$ cat config.mk
export PLATFORM = sky130hd
export DESIGN_NAME = sa_seq_ctrl
export DESIGN_NICKNAME = d
export VERILOG_FILES = /design/src/rtl/sa_seq_ctrl.sv
export SDC_FILE = /design/constraint.sdc
export NUM_CORES = 1
export LEC_CHECK = 0
export ABC_CLOCK_PERIOD_IN_PS = 3250
export CAP_MARGIN = 10
export CORE_MARGIN = 8
export CORE_UTILIZATION = 52
export CTS_BUF_LIST = sky130_fd_sc_hd__clkbuf_16
export DETAILED_ROUTE_END_ITERATION = 8
export GPL_ROUTABILITY_DRIVEN = 0
export PLACE_DENSITY = 0.84
export SYNTH_ARGS = -nofsm -noshare
export SYNTH_HDL_FRONTEND = slang
export SYNTH_SLANG_ARGS = --single-unit
$ cat constraint.sdc
create_clock -name CLK -period 3.25 [get_ports CLK]
set_input_delay 0.4875 -clock CLK [delete_from_list [all_inputs] [get_ports CLK]]
set_output_delay 0.4875 -clock CLK [all_outputs]
set_load 0.02 [all_outputs]
$ cat src/rtl/sa_seq_ctrl.sv
// Sequencer for an N x N output-stationary systolic MAC grid:
// clear, skewed feed window with edge-feeder masks, then result hold.
module sa_seq_ctrl #(
  parameter int N  = 4,
  parameter int KW = 8,
  parameter int CW = KW + 4
) (
  input  logic          CLK,
  input  logic          RSTN,
  input  logic          start,
  input  logic [KW-1:0] k_len,
  input  logic          abort,
  input  logic          res_ack,
  output logic          busy,
  output logic          mac_en,
  output logic          mac_upd,
  output logic          mac_clr,
  output logic [CW-1:0] feed_cnt,
  output logic [N-1:0]  row_vld,
  output logic [N-1:0]  col_vld,
  output logic          res_valid,
  output logic          err
);

  typedef enum logic [1:0] {
    IDLE,
    CLEAR,
    FEED,
    DONE
  } state_t;

  state_t        state;
  logic [KW-1:0] k_reg;
  logic [CW-1:0] t_last;
  logic [CW-1:0] t_nxt;
  logic [N-1:0]  vld_nxt;

  assign t_last = CW'(k_reg) + CW'(2 * N - 3);
  assign t_nxt  = (state == FEED) ? feed_cnt + CW'(1) : '0;

  // masks are registered, so they are computed for the upcoming t
  always_comb begin
    vld_nxt = '0;
    for (int i = 0; i < N; i++) begin
      vld_nxt[i] = (t_nxt >= CW'(i)) &&
                   ((t_nxt - CW'(i)) < CW'(k_reg));
    end
  end

  always_ff @(posedge CLK or negedge RSTN) begin
    if (!RSTN) begin
      state     <= IDLE;
      k_reg     <= '0;
      busy      <= 1'b0;
      mac_en    <= 1'b0;
      mac_upd   <= 1'b0;
      mac_clr   <= 1'b0;
      feed_cnt  <= '0;
      row_vld   <= '0;
      col_vld   <= '0;
      res_valid <= 1'b0;
      err       <= 1'b0;
    end else begin
      err <= 1'b0;
      if (state != IDLE && abort) begin
        state     <= IDLE;
        busy      <= 1'b0;
        mac_en    <= 1'b0;
        mac_upd   <= 1'b0;
        mac_clr   <= 1'b0;
        feed_cnt  <= '0;
        row_vld   <= '0;
        col_vld   <= '0;
        res_valid <= 1'b0;
      end else begin
        unique case (state)
          IDLE: begin
            if (start && !abort) begin
              if (k_len != '0) begin
                state   <= CLEAR;
                k_reg   <= k_len;
                busy    <= 1'b1;
                mac_en  <= 1'b1;
                mac_upd <= 1'b1;
                mac_clr <= 1'b1;
              end else begin
                err <= 1'b1;
              end
            end
          end
          CLEAR: begin
            state    <= FEED;
            mac_clr  <= 1'b0;
            feed_cnt <= '0;
            row_vld  <= vld_nxt;
            col_vld  <= vld_nxt;
          end
          FEED: begin
            if (feed_cnt == t_last) begin
              state     <= DONE;
              mac_en    <= 1'b0;
              mac_upd   <= 1'b0;
              row_vld   <= '0;
              col_vld   <= '0;
              res_valid <= 1'b1;
            end else begin
              feed_cnt <= t_nxt;
              row_vld  <= vld_nxt;
              col_vld  <= vld_nxt;
            end
          end
          DONE: begin
            if (res_ack) begin
              state     <= IDLE;
              busy      <= 1'b0;
              feed_cnt  <= '0;
              res_valid <= 1'b0;
            end
          end
        endcase
      end
    end
  end

endmodule
Yosys cells after proc, flatten, opt, wreduce, memory -nomap -nowiden
Index checks and enable logic that the tools add are counted.

operators by class
  $add $sub $neg = 5
  order comparisons = 8
  equality and inequality tests = 9
  multiplexer cells = 31
  bitwise gates (word level) = 1
  reductions and logical operators = 23

operators with widths
  cell                                                                 count
  less-than comparator 12 x 8 -> 1 bit                                 4
  two-way mux 12 bit                                                   4
  case mux 12 bit (3 select lines)                                     1
  greater-or-equal comparator 12 x 1 -> 1 bit (second input constant)  2
  greater-or-equal comparator 12 x 2 -> 1 bit (second input constant)  2
  subtractor 12 x 2 -> 12 bit (second input constant)                  2
  AND reduction 4 bit                                                  4
  nonzero test 3 bit                                                   5
  two-way mux 1 bit                                                    13
  adder 12 x 1 -> 12 bit (second input constant)                       1
  == test 12 x 9 -> 1 bit                                              1
  != test 3 bit (second input constant)                                4
  subtractor 12 x 1 -> 12 bit (second input constant)                  1
  two-way mux 2 bit                                                    5
  adder 8 x 3 -> 9 bit (second input constant)                         1
  AND reduction 3 bit                                                  3
  two-way mux 4 bit                                                    2
  case mux 1 bit (2 select lines)                                      4
  case mux 2 bit (4 select lines)                                      1
  case mux 4 bit (2 select lines)                                      1
  nonzero test 8 bit                                                   1
  logical AND 1 bit                                                    6
  == test 2 bit (second input constant)                                2
  nonzero test 4 bit                                                   1
  other kinds (6)                                                      6

storage, ports and cells
  register bits = 31
  input bits = 13
  output and inout port bits = 26
  logic and storage cells = 86

Depth between registers and ports, before layout
  depth in word-level cells = 8
  mapped depth = 16
  mapped depth without buffers = 14

Worst setup path after synthesis
No wires, ideal clock.

  path type = register to register
  from = register state[0]
  to = register col_vld[3]
  setup time = 67 ps
  arrival time = 3,199 ps
  data required time = 3,183 ps
  setup slack = -16 ps
  cell stages (with the launch flop) = 16
  buffers on the path = 2
  clock period less this slack = 3,266 ps
  cell sequence = dfrtp_1 -> inv_1 -> ha_1 -> buf_2 -> buf_1 -> nand2_1 -> ha_1 -> a22oi_1 -> nand3b_1 -> nor2_1 -> xnor2_1 -> ha_1 -> nand3_1 -> a21oi_1 -> a2111oi_2 -> a32o_1

between the ends
  cells in the longest elaborated chain, start to end = 8
  elaborated cells between the ends (all ways) = 13
  those cells by class = 1 x add/sub; 2 x order compare; 2 x eq/ne; 4 x mux; 4 x reduce/logical

ends and longest elaborated chain
  element                               line    source
  from (decl)                           32      state_t state;
  from (signal assigned)                52      state <= IDLE;
  from (signal assigned)                66      state <= IDLE;
  from (signal assigned)                80      state <= CLEAR;
  == test 2 bit                         39, 76
  two-way mux 12 bit                    39      assign t_nxt = (state == FEED) ? feed_cnt + CW'(1) : '0;
  subtractor 12 x 2 -> 12 bit           46      ((t_nxt - CW'(i)) < CW'(k_reg));
  less-than comparator 12 x 8 -> 1 bit  46
  logical AND 1 bit                     45      vld_nxt[i] = (t_nxt >= CW'(i)) &&
  two-way mux 4 bit                     99      if (feed_cnt == t_last) begin
  case mux 4 bit (2 select lines)       76      unique case (state)
  two-way mux 4 bit                     65      if (state != IDLE && abort) begin
  to (signal assigned)                  96      col_vld <= vld_nxt;
  to (signal assigned)                  109     col_vld <= vld_nxt;
  to (decl)                             20      output logic [N-1:0] col_vld,

Parallel ways exist; a longest one is shown, timed or not.
A chain may end at the register's enable or synchronous reset.

Worst setup path after layout
  from = register feed_cnt[0]
  to = register col_vld[3]

between the ends
  cells in the longest elaborated chain, start to end = 8
  elaborated cells between the ends (all ways) = 10
  those cells by class = 2 x add/sub; 2 x order compare; 1 x eq/ne; 4 x mux; 1 x reduce/logical

ends and longest elaborated chain
  element                               line  source
  from (decl)                           18    output logic [CW-1:0] feed_cnt,
  from (signal assigned)                107   feed_cnt <= t_nxt;
  adder 12 x 1 -> 12 bit                39
  two-way mux 12 bit                    39
  subtractor 12 x 2 -> 12 bit           46
  less-than comparator 12 x 8 -> 1 bit  46
  logical AND 1 bit                     45
  two-way mux 4 bit                     99
  case mux 4 bit (2 select lines) (*)   76
  two-way mux 4 bit (*)                 65

Mark *: on every way between the ends. The rest lies on a longest branch, timed or not.

==> qor.yml <==
status:
  status: "complete, no violations"
clocking:
  clkSlewWorstSetupHoldPaths_ps: 60
  cts_buffer_depth: 2
  htreeDepth: 2
  tritoncts.num_buffers: 5
  cts_tree: "yes"
  cts_root_buffer: "clkbuf_16"
  clkSinkCount: 31
  clk_latency_ps: 280
drt:
  first_pass_iters: 5
  vias_per_cell: 6.408
  drtIter0Drc: 418
  ant_nets: 0
  drc: 0
  vias: 3486
  drt_wl_total_um: 10540
  routedWlPerCell_um: 19.38
hold_path:
  min_to: "res_valid"
  hold_depth: 1
  hp-class: "reg2reg"
  worstHoldStart: "res_valid"
sta:
  period_needed_ps: 3106
  setup_ws_ps: 144.1
  maxSlewHeadroom_pct: 54.46
  setup_viol: 0
  max_freq_ghz: 0.3220
  finClkSkew_ps: 7.067
  hold_viol: 0
  slew_viol_final: 0
  finalCritPeriodShare_pct: 95.57
  hold_ws_ps: 522.4
  grt_setup_unrepaired: "yes"
  worstMarginPinSlew_ps: 683.0
global_route:
  grt_pass1_wl_um: 16840
  grt_pass1_vias: 3411
  grt_use_total_pct: 21.34
  grt_antenna_before_repair: 0
  grt_overflow_total: 0
  grt_max_degree: 32
critical_path:
  slowest_stage: "dfrtp_1"
  reg2reg_depth: 14
  worst-path-buf-inv: 3
  path_max_fanout: 6
  reg2reg_from: "feed_cnt[0]"
  slowest_delay_ps: 400
  rrSetupSlack_ps: 140
  path_class: "reg2reg"
  crit_family: "compound AO/OA/AOI/OAI gates"
  cp-start-kind: "register"
  crit_arrival_ps: 3330
  r2r_end: "col_vld[3]"
  path_cells: "buf_4 -> ha_1 -> nand2_2 -> inv_1 -> ha_1 -> a22oi_1 -> nand3b_1 -> buf_4 -> xor2_1 -> ha_1 -> nand3_1 -> a21oi_1 -> a2111oi_2 -> a32o_1"
  end_kind: "register"
  crit_required_ps: 3470
  crit_top_cell: "ha_1"
cells_and_area:
  layout_commonest_cell: "nand2_1"
  stdcell_area_um2: 4203
  largest_register_ffs: 12
  layout_common_cells: "42 x nand2_1, 38 x clkdlybuf4s50_1, 36 x ha_1"
  final.fill_count: 505
  syn_to_final_growth_pct: 20.91
  nNetsFinal: 517
  n_antenna_cell: 0
  drive_gt1_share_pct: 15.20
synthesis:
  syn_avg_cell_area_um2: 8.335
  yosysSeqAreaShare_pct: 22.32
  syn_inst: 417
  yosys_warnings: 0
  synth.ff_latch_count: 31
  async_reset_ff_share_pct: 100.0
  synth_nets: 468
  netlist_area_um2: 3476
  ys_types: 72
  synth_ff_type: "dfrtp_1"
  synth-edff-count: 0
flow_run:
  maxCapViolCount: 0
place:
  portBuffers: 38
  placed_area_um2: 4000
  dp_slack_ps: -17.32
  hpwlAfterDp_um: 7919
floorplan:
  ios: 39
  start_util_pct: 54.12
  num_rows: 29
  die_h_um: 97.76
  die_w_um: 97.76
  core_area_um2: 6422
  dieArea_um2: 9556
power:
  peakVddDrop_mv: 0.4167
  cellLeakagePower_nw: 1.801
  cellPowerDensity_nw_per_um2: 696.8
-- where the power goes --
part	internal, mW	total (mW)	switching, mW
Clock	0.279	0.461	0.181
Sequential	0.484	0.603	0.119
Combinational	0.788	1.86	1.08
Total	1.55	2.93	1.38
-- cells by family after synthesis --
group,count (synthesis),synth area share [%]
AND/OR/NAND/NOR,137,20.34
AO/OA/AOI/OAI,107,21.56
buffers and inverters,54,7.595
adder cells (fa/ha/maj),38,13.68
XOR/XNOR,35,9.035
flip-flops,31,22.32
multiplexers,15,5.471
-- timing repair --
item	CTS	global route
endpoints found under the setup margin	1	4
buffers inserted	0	2
hold buffers	0	0
pin swaps	0	2
resized for setup	1	8
-- final cells by class --
type	count	area, um2	area share [%]
multi-input cells	332	2482	59.07
flip-flops and latches	31	775.7	18.46
repair buffers	67	598.1	14.23
clock buffers	5	125.1	2.977
inverters	29	108.9	2.590
well taps	77	96.34	2.292
clock inverters	3	16.27	0.3870
-- per-layer routing --
metal / part of all wire, % / global-route usage (%)
met5: 0 / 0
met1: 41 / 26.31
met4: 4.6 / 12.47
met2: 46 / 34.00
met3: 7.9 / 4.116
-- worst max-delay path by stage --
stage	cells past startpoint	from	end
after CTS	14	state[0]	col_vld[1]
after floorplan	15	state[0]	col_vld[3]
final	14	feed_cnt[0]	col_vld[3]
after global routing	14	feed_cnt[0]	col_vld[3]
after global placement	15	state[0]	col_vld[1]
after detailed placement	15	state[0]	col_vld[1]
-- through the flow --
step / TNS, ps / total power [mW] / instances / util (%)
2_1_floorplan: 0 / 1.870 / 417 / -
3_3_place_gp: 0 / 2.326 / 534 / 62.28
3_5_place_dp: -17.32 / 2.380 / 534 / 62.28
4_1_cts: 0 / 2.855 / 542 / 64.58
5_1_grt: -53.64 / 3.137 / 544 / 65.44
6_report: 0 / 2.929 / 544 / 65.44
-- synth_stat cells (3+ instances only) --
library cell	n	share of area, %
xor2_1	12	3.0
a32o_1	3	0.86
nand4_1	4	0.72
nand2_1	43	4.6
xnor2_1	22	5.5
a211oi_1	5	1.1
inv_1	28	3.0
o21ai_0	25	3.6
nor2_1	28	3.0
nor3_1	6	0.86
buf_2	9	1.3
mux2_4	6	2.6
nor4_1	8	1.4
a22oi_1	3	0.65
nand3_1	11	1.6
dfrtp_1	31	22
buf_4	9	1.9
o211ai_1	3	0.65
o21a_1	5	1.1
o31ai_1	3	0.65
a21boi_0	3	0.65
nand2b_1	10	1.8
a21oi_1	24	3.5
a31oi_1	9	1.6
mux2_2	5	1.6
and2_1	4	0.72
ha_1	38	14
nor2b_1	4	0.72
mux2i_1	3	0.86
No activity file was read; power rests on OpenSTA's default activity.
